## src/rtl/gpio_cfg_pkg.sv

```systemverilog
// Shared types and constants for the GPIO pad configuration shift chain.
// Optional chain reset is enabled with GPIO_SHIFT_CHAIN_RESET_EN.
package gpio_cfg_pkg;

    localparam int CFG_BITS = 13;

    typedef enum logic [2:0] {
        IDLE,
        CHAIN_RST,
        LOAD,
        SHIFT_LO,
        SHIFT_HI,
        LATCH,
        DONE
    } state_e;

    // Field positions inside one per-pad configuration word
    localparam int MGMT_EN_BIT     = 0;
    localparam int OEB_BIT         = 1;
    localparam int HOLDOVER_BIT    = 2;
    localparam int INP_DIS_BIT     = 3;
    localparam int IB_MODE_SEL_BIT = 4;
    localparam int ANALOG_EN_BIT   = 5;
    localparam int ANALOG_SEL_BIT  = 6;
    localparam int ANALOG_POL_BIT  = 7;
    localparam int SLOW_BIT        = 8;
    localparam int VTRIP_BIT       = 9;
    localparam int DM_LSB          = 10;
    localparam int DM_MSB          = 12;

endpackage

```

## src/rtl/gpio_shift_tick.sv

```systemverilog
// Phase counter for the serial chain: pulses phase_end every CLK_DIV cycles
// and restarts whenever the controlling FSM changes state.
module gpio_shift_tick #(
    parameter int CLK_DIV = 4,
    localparam int CNT_W  = $clog2(CLK_DIV + 1)
) (
    input  logic clk,
    input  logic resetn,
    input  logic restart,
    output logic phase_end
);

    localparam logic [CNT_W-1:0] LAST = CNT_W'(CLK_DIV - 1);

    logic [CNT_W-1:0] cnt_q, cnt_d;

    assign phase_end = (cnt_q == LAST);

    always_comb begin
        cnt_d = cnt_q + 1'b1;
        if (restart || phase_end) begin
            cnt_d = '0;
        end
    end

    always_ff @(posedge clk) begin
        if (!resetn) begin
            cnt_q <= '0;
        end else begin
            cnt_q <= cnt_d;
        end
    end

endmodule

```

## src/rtl/gpio_config_shifter.sv

```systemverilog
// Loads one configuration word per pad into the GPIO control daisy chain, MSB-first,
// farthest pad first, then latches. GPIO_SHIFT_CHAIN_RESET_EN adds a chain reset phase.
module gpio_config_shifter #(
    parameter int NUM_PADS = 38,
    parameter int CFG_BITS = gpio_cfg_pkg::CFG_BITS,
    parameter int CLK_DIV  = 4,
    localparam int IDX_W   = $clog2(NUM_PADS),
    localparam int BIT_W   = $clog2(CFG_BITS)
) (
    input  logic                clk,
    input  logic                resetn,
    input  logic                start,
    output logic                busy,
    output logic                done,
    output logic [IDX_W-1:0]    cfg_idx,
    input  logic [CFG_BITS-1:0] cfg_data,
    output logic                serial_clock,
    output logic                serial_load,
    output logic                serial_resetn,
    output logic                serial_data_out
);

    import gpio_cfg_pkg::*;

    state_e              state_q, state_d;
    logic [IDX_W-1:0]    idx_q, idx_d;
    logic [BIT_W-1:0]    bit_q, bit_d;
    logic [CFG_BITS-1:0] shift_q, shift_d;
    logic                sdo_q, sdo_d;
    logic                phase_end;
    logic                restart;

    assign restart = (state_d != state_q);

    gpio_shift_tick #(
        .CLK_DIV(CLK_DIV)
    ) u_tick (
        .clk      (clk),
        .resetn   (resetn),
        .restart  (restart),
        .phase_end(phase_end)
    );

    always_comb begin
        state_d = state_q;
        idx_d   = idx_q;
        bit_d   = bit_q;
        shift_d = shift_q;
        sdo_d   = sdo_q;
        unique case (state_q)
            IDLE: begin
                if (start) begin
                    idx_d = IDX_W'(NUM_PADS - 1);
`ifdef GPIO_SHIFT_CHAIN_RESET_EN
                    state_d = CHAIN_RST;
`else
                    state_d = LOAD;
`endif
                end
            end
            CHAIN_RST: begin
                if (phase_end) state_d = LOAD;
            end
            LOAD: begin
                shift_d = cfg_data;
                bit_d   = BIT_W'(CFG_BITS - 1);
                state_d = SHIFT_LO;
            end
            SHIFT_LO: begin
                if (phase_end) state_d = SHIFT_HI;
            end
            SHIFT_HI: begin
                if (phase_end) begin
                    shift_d = shift_q << 1;
                    if (bit_q != '0) begin
                        bit_d   = bit_q - 1'b1;
                        state_d = SHIFT_LO;
                    end else if (idx_q != '0) begin
                        idx_d   = idx_q - 1'b1;
                        state_d = LOAD;
                    end else begin
                        state_d = LATCH;
                    end
                end
            end
            LATCH: begin
                if (phase_end) state_d = DONE;
            end
            DONE: begin
                state_d = IDLE;
            end
            default: begin
                state_d = IDLE;
            end
        endcase
        // Data only moves as the low phase begins, keeping it stable across the high phase
        if (state_d == SHIFT_LO && state_q != SHIFT_LO) begin
            sdo_d = shift_d[CFG_BITS-1];
        end
    end

    always_ff @(posedge clk) begin
        if (!resetn) begin
            state_q <= IDLE;
            idx_q   <= '0;
            bit_q   <= '0;
            shift_q <= '0;
            sdo_q   <= 1'b0;
        end else begin
            state_q <= state_d;
            idx_q   <= idx_d;
            bit_q   <= bit_d;
            shift_q <= shift_d;
            sdo_q   <= sdo_d;
        end
    end

    assign busy            = (state_q != IDLE) && (state_q != DONE);
    assign done            = (state_q == DONE);
    assign cfg_idx         = idx_q;
    assign serial_clock    = (state_q == SHIFT_HI);
    assign serial_load     = (state_q == LATCH);
    assign serial_data_out = sdo_q;

`ifdef GPIO_SHIFT_CHAIN_RESET_EN
    assign serial_resetn = (state_q != CHAIN_RST);
`else
    assign serial_resetn = 1'b1;
`endif

endmodule

```

## config.mk

```make
export PLATFORM = sky130hd
export DESIGN_NAME = gpio_config_shifter
export DESIGN_NICKNAME = d
export VERILOG_FILES = /design/src/rtl/gpio_cfg_pkg.sv /design/src/rtl/gpio_shift_tick.sv /design/src/rtl/gpio_config_shifter.sv
export SDC_FILE = /design/constraint.sdc
export NUM_CORES = 1
export LEC_CHECK = 0
export ABC_AREA = 1
export CAP_MARGIN = 10
export CORE_ASPECT_RATIO = 1.75
export CORE_MARGIN = 5
export CORE_UTILIZATION = 45
export CTS_CLUSTER_DIAMETER = 40
export DETAILED_ROUTE_END_ITERATION = 8
export PLACE_DENSITY = 0.8
export SLEW_MARGIN = 20
export SYNTH_ARGS = -nofsm -noshare
export SYNTH_HDL_FRONTEND = slang
export SYNTH_SLANG_ARGS = --single-unit
```

## constraint.sdc

```tcl
create_clock -name clk -period 4 [get_ports clk]
set_clock_uncertainty 0.1 [all_clocks]
set_input_delay 0.6 -clock clk [delete_from_list [all_inputs] [get_ports clk]]
set_output_delay 0.6 -clock clk [all_outputs]
set_load 0.03 [all_outputs]
```

## After elaboration in Yosys (flattened, before gate mapping)

Cells that the tools add are included.

| storage, ports and cells | value |
|---|---|
| register bits | 30 |
| bits of input ports | 16 |
| output and inout port bits | 12 |
| word-level logic and storage cells | 58 |

| operators by class | value |
|---|---|
| $add $sub $neg | 3 |
| equality and inequality tests | 16 |
| mux-type cells | 18 |
| bitwise gates (word level) | 1 |
| reduce and logical (&&, ||, !) cells | 13 |

Operators by type and width:

| cell | number |
|---|---|
| one-hot mux 13 bit (2 select lines) | 1 |
| 2-to-1 mux 6 bit | 4 |
| 2-to-1 mux 3 bit | 7 |
| one-hot mux 3 bit (6 select lines) | 1 |
| 2-to-1 mux 13 bit | 1 |
| == test 3 x 2 -> 1 bit (second input constant) | 4 |
| one-hot mux 6 bit (2 select lines) | 1 |
| == test 3 bit (second input constant) | 3 |
| 2-to-1 mux 4 bit | 2 |
| one-hot mux 4 bit (2 select lines) | 1 |
| inequality test 2 x 1 -> 1 bit (second input constant) | 3 |
| nonzero test 6 bit | 1 |
| subtractor 6 x 1 -> 6 bit (second input constant) | 1 |
| AND reduction 5 bit | 1 |
| inequality test 2 bit (second input constant) | 2 |
| nonzero test 2 bit | 2 |
| nonzero test 4 bit | 1 |
| subtractor 4 x 1 -> 4 bit (second input constant) | 1 |
| adder 3 x 1 -> 3 bit (second input constant) | 1 |
| == test 3 x 1 -> 1 bit (second input constant) | 1 |
| logical NOT 3 bit | 1 |
| inequality test 3 x 2 -> 1 bit (second input constant) | 1 |
| inequality test 3 bit | 1 |
| inequality test 3 bit (second input constant) | 1 |
| 7 further kinds | 8 |

## Logic depth before layout (Yosys ltp)

| depth | value |
|---|---|
| depth after elaboration | 8 |
| mapped depth | 12 |
| gate-level depth less buffers | 12 |

## Cells and area by module

Synthesis repeated with hierarchy kept, for this count alone.

| unflattened totals | value |
|---|---|
| cells, all modules | 221 |
| area total of the unflattened synthesis | 1592.8 sq um |

By module, submodules not included:

| module | instances | cells an instance | area an instance (sq um) | sequential area each (sq um) |
|---|---|---|---|---|
| gpio_config_shifter | 1 | 209 | 1481.4 | 540.5 |
| gpio_shift_tick | 1 | 12 | 111.4 | 60.1 |

## Worst setup path before layout

No wires, ideal clock.

| timing | value |
|---|---|
| kind | register -> output |
| from | register state_q[2] |
| to | output port busy |
| data arrival time | 1.231 ns |
| required time | 3.300 ns |
| slack | 2.069 ns |
| cell stages (with the launch flop) | 4 |
| path buffers | 0 |
| cell sequence | dfxtp_1 -> inv_1 -> nor2_1 -> nor2_1 |

| between the ends | value |
|---|---|
| word-level cells in the longest chain between the ends | 2 |
| elaborated cells between the ends (all ways) | 3 |
| classes of those cells | eq/ne (1); reduce/logical (2) |

RTL lines:

| item | RTL line | RTL |
|---|---|---|
| from (decl) | gpio_config_shifter.sv:25 | `state_e state_q, state_d;` |
| from (signal assigned) | gpio_config_shifter.sv:110 | `state_q <= state_d;` |
| inequality test 3 bit or nonzero test 3 bit (tied branches) | gpio_config_shifter.sv:118 | `assign busy = (state_q != IDLE) && (state_q != DONE);` |
| logical AND 1 bit * | gpio_config_shifter.sv:118 |  |
| to (decl) | gpio_config_shifter.sv:13 | `output logic busy,` |

Every way passes the cells marked *; elsewhere a longest branch is shown, timed or not.

## Final worst setup path

| timing | value |
|---|---|
| from | register state_q[0] |
| to | output port serial_load |

| between the ends | value |
|---|---|
| word-level cells in the longest chain between the ends | 1 |

RTL lines:

| item | RTL line | RTL |
|---|---|---|
| == test 3 bit | gpio_config_shifter.sv:122 | `assign serial_load = (state_q == LATCH);` |
| to (decl) | gpio_config_shifter.sv:18 | `output logic serial_load,` |

Every way passes these cells.

==> out/metrics.yaml <==
drt:
  drt_wl_total_mm: 3.26
  wl_per_cell_um: 11.3
  via_per_inst: 5.08
  dr.first_iter.drc_count: 51
  ant_nets: 0
  dr.pass1.iters: 4
  drcViolationCount: 0
  dr_total_vias: 1463
setup_path:
  cp.arrival_ns: 1.78
  rr_startpoint: "u_tick.cnt_q[0]"
  rr_endpoint: "serial_data_out"
  crit_chain: "inv_1, nor2_1, nand2_1, inv_1, clkdlybuf4s50_1"
  cp_slowest_cell: "clkdlybuf4s50_1"
  r2r_cells: 8
  required_ns: 3.30
  max_stage_delay_ns: 0.66
  worstPathMaxFanout: 5
  setup.worst_path.end_class: "primary output"
  critPathKind: "reg -> out"
  cpMostUsedCell: "inv_1"
  start_kind: "register"
  rrSetupSlack_ns: 1.76
power:
  finalPower_mw: 0.743
  peakVddDrop_mv: 0.354
  leakage_nw: 0.726
  power_density_mw_per_mm2: 400
yosys:
  netlist_area_sq_mm: 0.00147
  netlist.area_leader.share_pct: 40.8
  synth-seq-cells: 30
  yosys.area.top_type: "dfxtp_1"
  syn-instance-count: 216
  syn_nets: 237
  synthTopCellsByArea: "dfxtp_1 41%, nand2_1 19%, a31oi_1 6.8%, inv_1 6.4%, nor2_1 5.4%"
  ys_seq_area_share_pct: 40.8
  synth.distinct_cells: 23
  yosysWarningCount: 0
  avgSynthCellArea_sq_um: 6.82
final_layout:
  final_common_cell: "nand2_1"
  final_util_pct: 59.2
  area_growth_pct: 26.3
  antenna_cells: 0
  most-common-layout-cells: "73 x nand2_1, 30 x dfxtp_1, 26 x clkdlybuf4s50_1, 25 x inv_1, 21 x nor2_1"
  drive_gt1_share_pct: 5.71
  nNetsFinal: 265
sta:
  hold_viol_final: 0
  tightest_slew_ns: 0.729
  drv_slew: 0
  fmax_mhz: 403
  setup_violations: 0
  slew-limit-headroom_pct: 51.3
  finalCriticalPeriod_ns: 2.48
  setup_ws_ns: 1.52
  tns_ns: 0
  finalCritPeriodShare_pct: 62.0
  rsz0062_at_grt: "no"
floorplanning:
  die_x_um: 53.2
  dieArea_sq_mm: 0.00456
  core_sq_mm: 0.00314
  ios: 28
  die_y_um: 85.7
  start_util_pct: 46.9
  rows: 27
clocking:
  hold_buffers: 0
  cts_buffer_depth: 2
  clock_latency_ns: 0.28
  ctsHtreeMaxLevel: 2
  clkTransAtPathRegs_ns: 0.07
  cts_resized: 0
  cts_buffers: 5
  root_buffer: "clkbuf_8"
  clock-sinks: 30
  cts_tree: "done"
  postCtsSetupRepairBufs: 0
grt:
  antenna_found_initial: 0
  grt_start_max_net_pins: 26
  grt_pass1_wl_mm: 5.60
  grt_overflow: 0
  grt_pass1_vias: 1377
  grt_use_total_pct: 16.4
worst_hold_path:
  holdCritPathClass: "reg -> reg"
  worstHoldStart: "u_tick.cnt_q[0]"
  min_delay_path_depth: 1
  hold_end: "u_tick.cnt_q[0]"
placement:
  dpl.hpwl_mm: 2.48
  place_congestion: 0.859
  port_buffers: 26
  dp_slack_ns: 1.74
run:
  drv_cap: 0
run_status:
  status: "complete, no violations"
==> flip-flops by register name, summed over array words and instances (netlist names) <==
register	flops
shift_q	13
serial_data_out	1
u_tick.cnt_q	3
state_q	3
bit_q	4
cfg_idx	6
==> report_power, final <==
group	internal, mW	switching (mW)
Sequential	0.322	0.0185
Combinational	0.0615	0.0874
Clock	0.138	0.116
Total	0.522	0.222
==> synthesized netlist by cell type <==
cell	number
xnor2_1	1
or2_0	1
a21oi_1	12
conb_1	1
nand2_1	73
ha_1	5
buf_2	2
buf_4	1
inv_1	25
nor3_2	1
nand3_1	6
inv_2	1
nor2_1	21
dfxtp_1	30
nor3_1	1
o21bai_1	2
a31oi_1	16
clkbuf_1	3
o21ai_0	7
nand2_2	1
nand4_1	3
nor2_4	2
a31o_1	1
==> worst max-delay path: cells and delay by family (launching register included) <==
family | cells | cell delay [ns]
flip-flops | 1 | 0.40
buffers and inverters | 3 | 0.85
AND/OR/NAND/NOR | 2 | 0.26
==> cell families after synthesis <==
| logic type | Yosys count | synth area share [%] |
|---|---|---|
| AO/OA/AOI/OAI | 38 | 14.9 |
| XOR/XNOR | 1 | 0.595 |
| adder cells (fa/ha/maj) | 5 | 4.25 |
| buffers and inverters | 32 | 8.58 |
| flip-flops | 30 | 40.8 |
| other | 1 | 0.255 |
| AND/OR/NAND/NOR | 109 | 30.7 |
==> stage by stage <==
stage	area, sq um	hold slack (ns)	instances
2_1_floorplan	1470	0.299	216
3_3_place_gp	1770	0.307	280
3_5_place_dp	1770	0.323	280
4_1_cts	1860	0.332	288
5_1_grt	1860	0.355	288
6_report	1860	0.324	288
==> how the worst max path moves through the flow <==
stage                          startpoint               to  slack, ns  cells after the start
after global routing           state_q[0]      serial_load       1.37                      5
after CTS                      state_q[0]      serial_load       1.53                      5
final                          state_q[0]      serial_load       1.52                      5
after floorplan                state_q[2]             busy       2.07                      3
after global placement         state_q[0]      serial_load       1.81                      5
after detailed placement  u_tick.cnt_q[0]  serial_data_out       1.74                      8
==> layer usage <==
metal | share of wire, % | vias to the layer above | wire [um] | track usage [%]
met1 | 40 | 675 | 1320 | 16.9
met3 | 4.3 | 4 | 141 | 4.87
met4 | 1.5 | 0 | 48 | 8.60
li1 | - | 746 | - | -
met5 | 0 | - | 0 | 0
met2 | 54 | 38 | 1750 | 28.6
==> cell type report <==
class / count / area [sq um]
inverter: 26 / 97.6
multi-input combinational: 154 / 746
timing repair buffer: 27 / 268
tap: 43 / 53.8
fill: 303 / 1280
clock buffer: 6 / 82.6
sequential: 30 / 601
clock inverter: 2 / 12.5
Power figures use the tool's default switching activity.
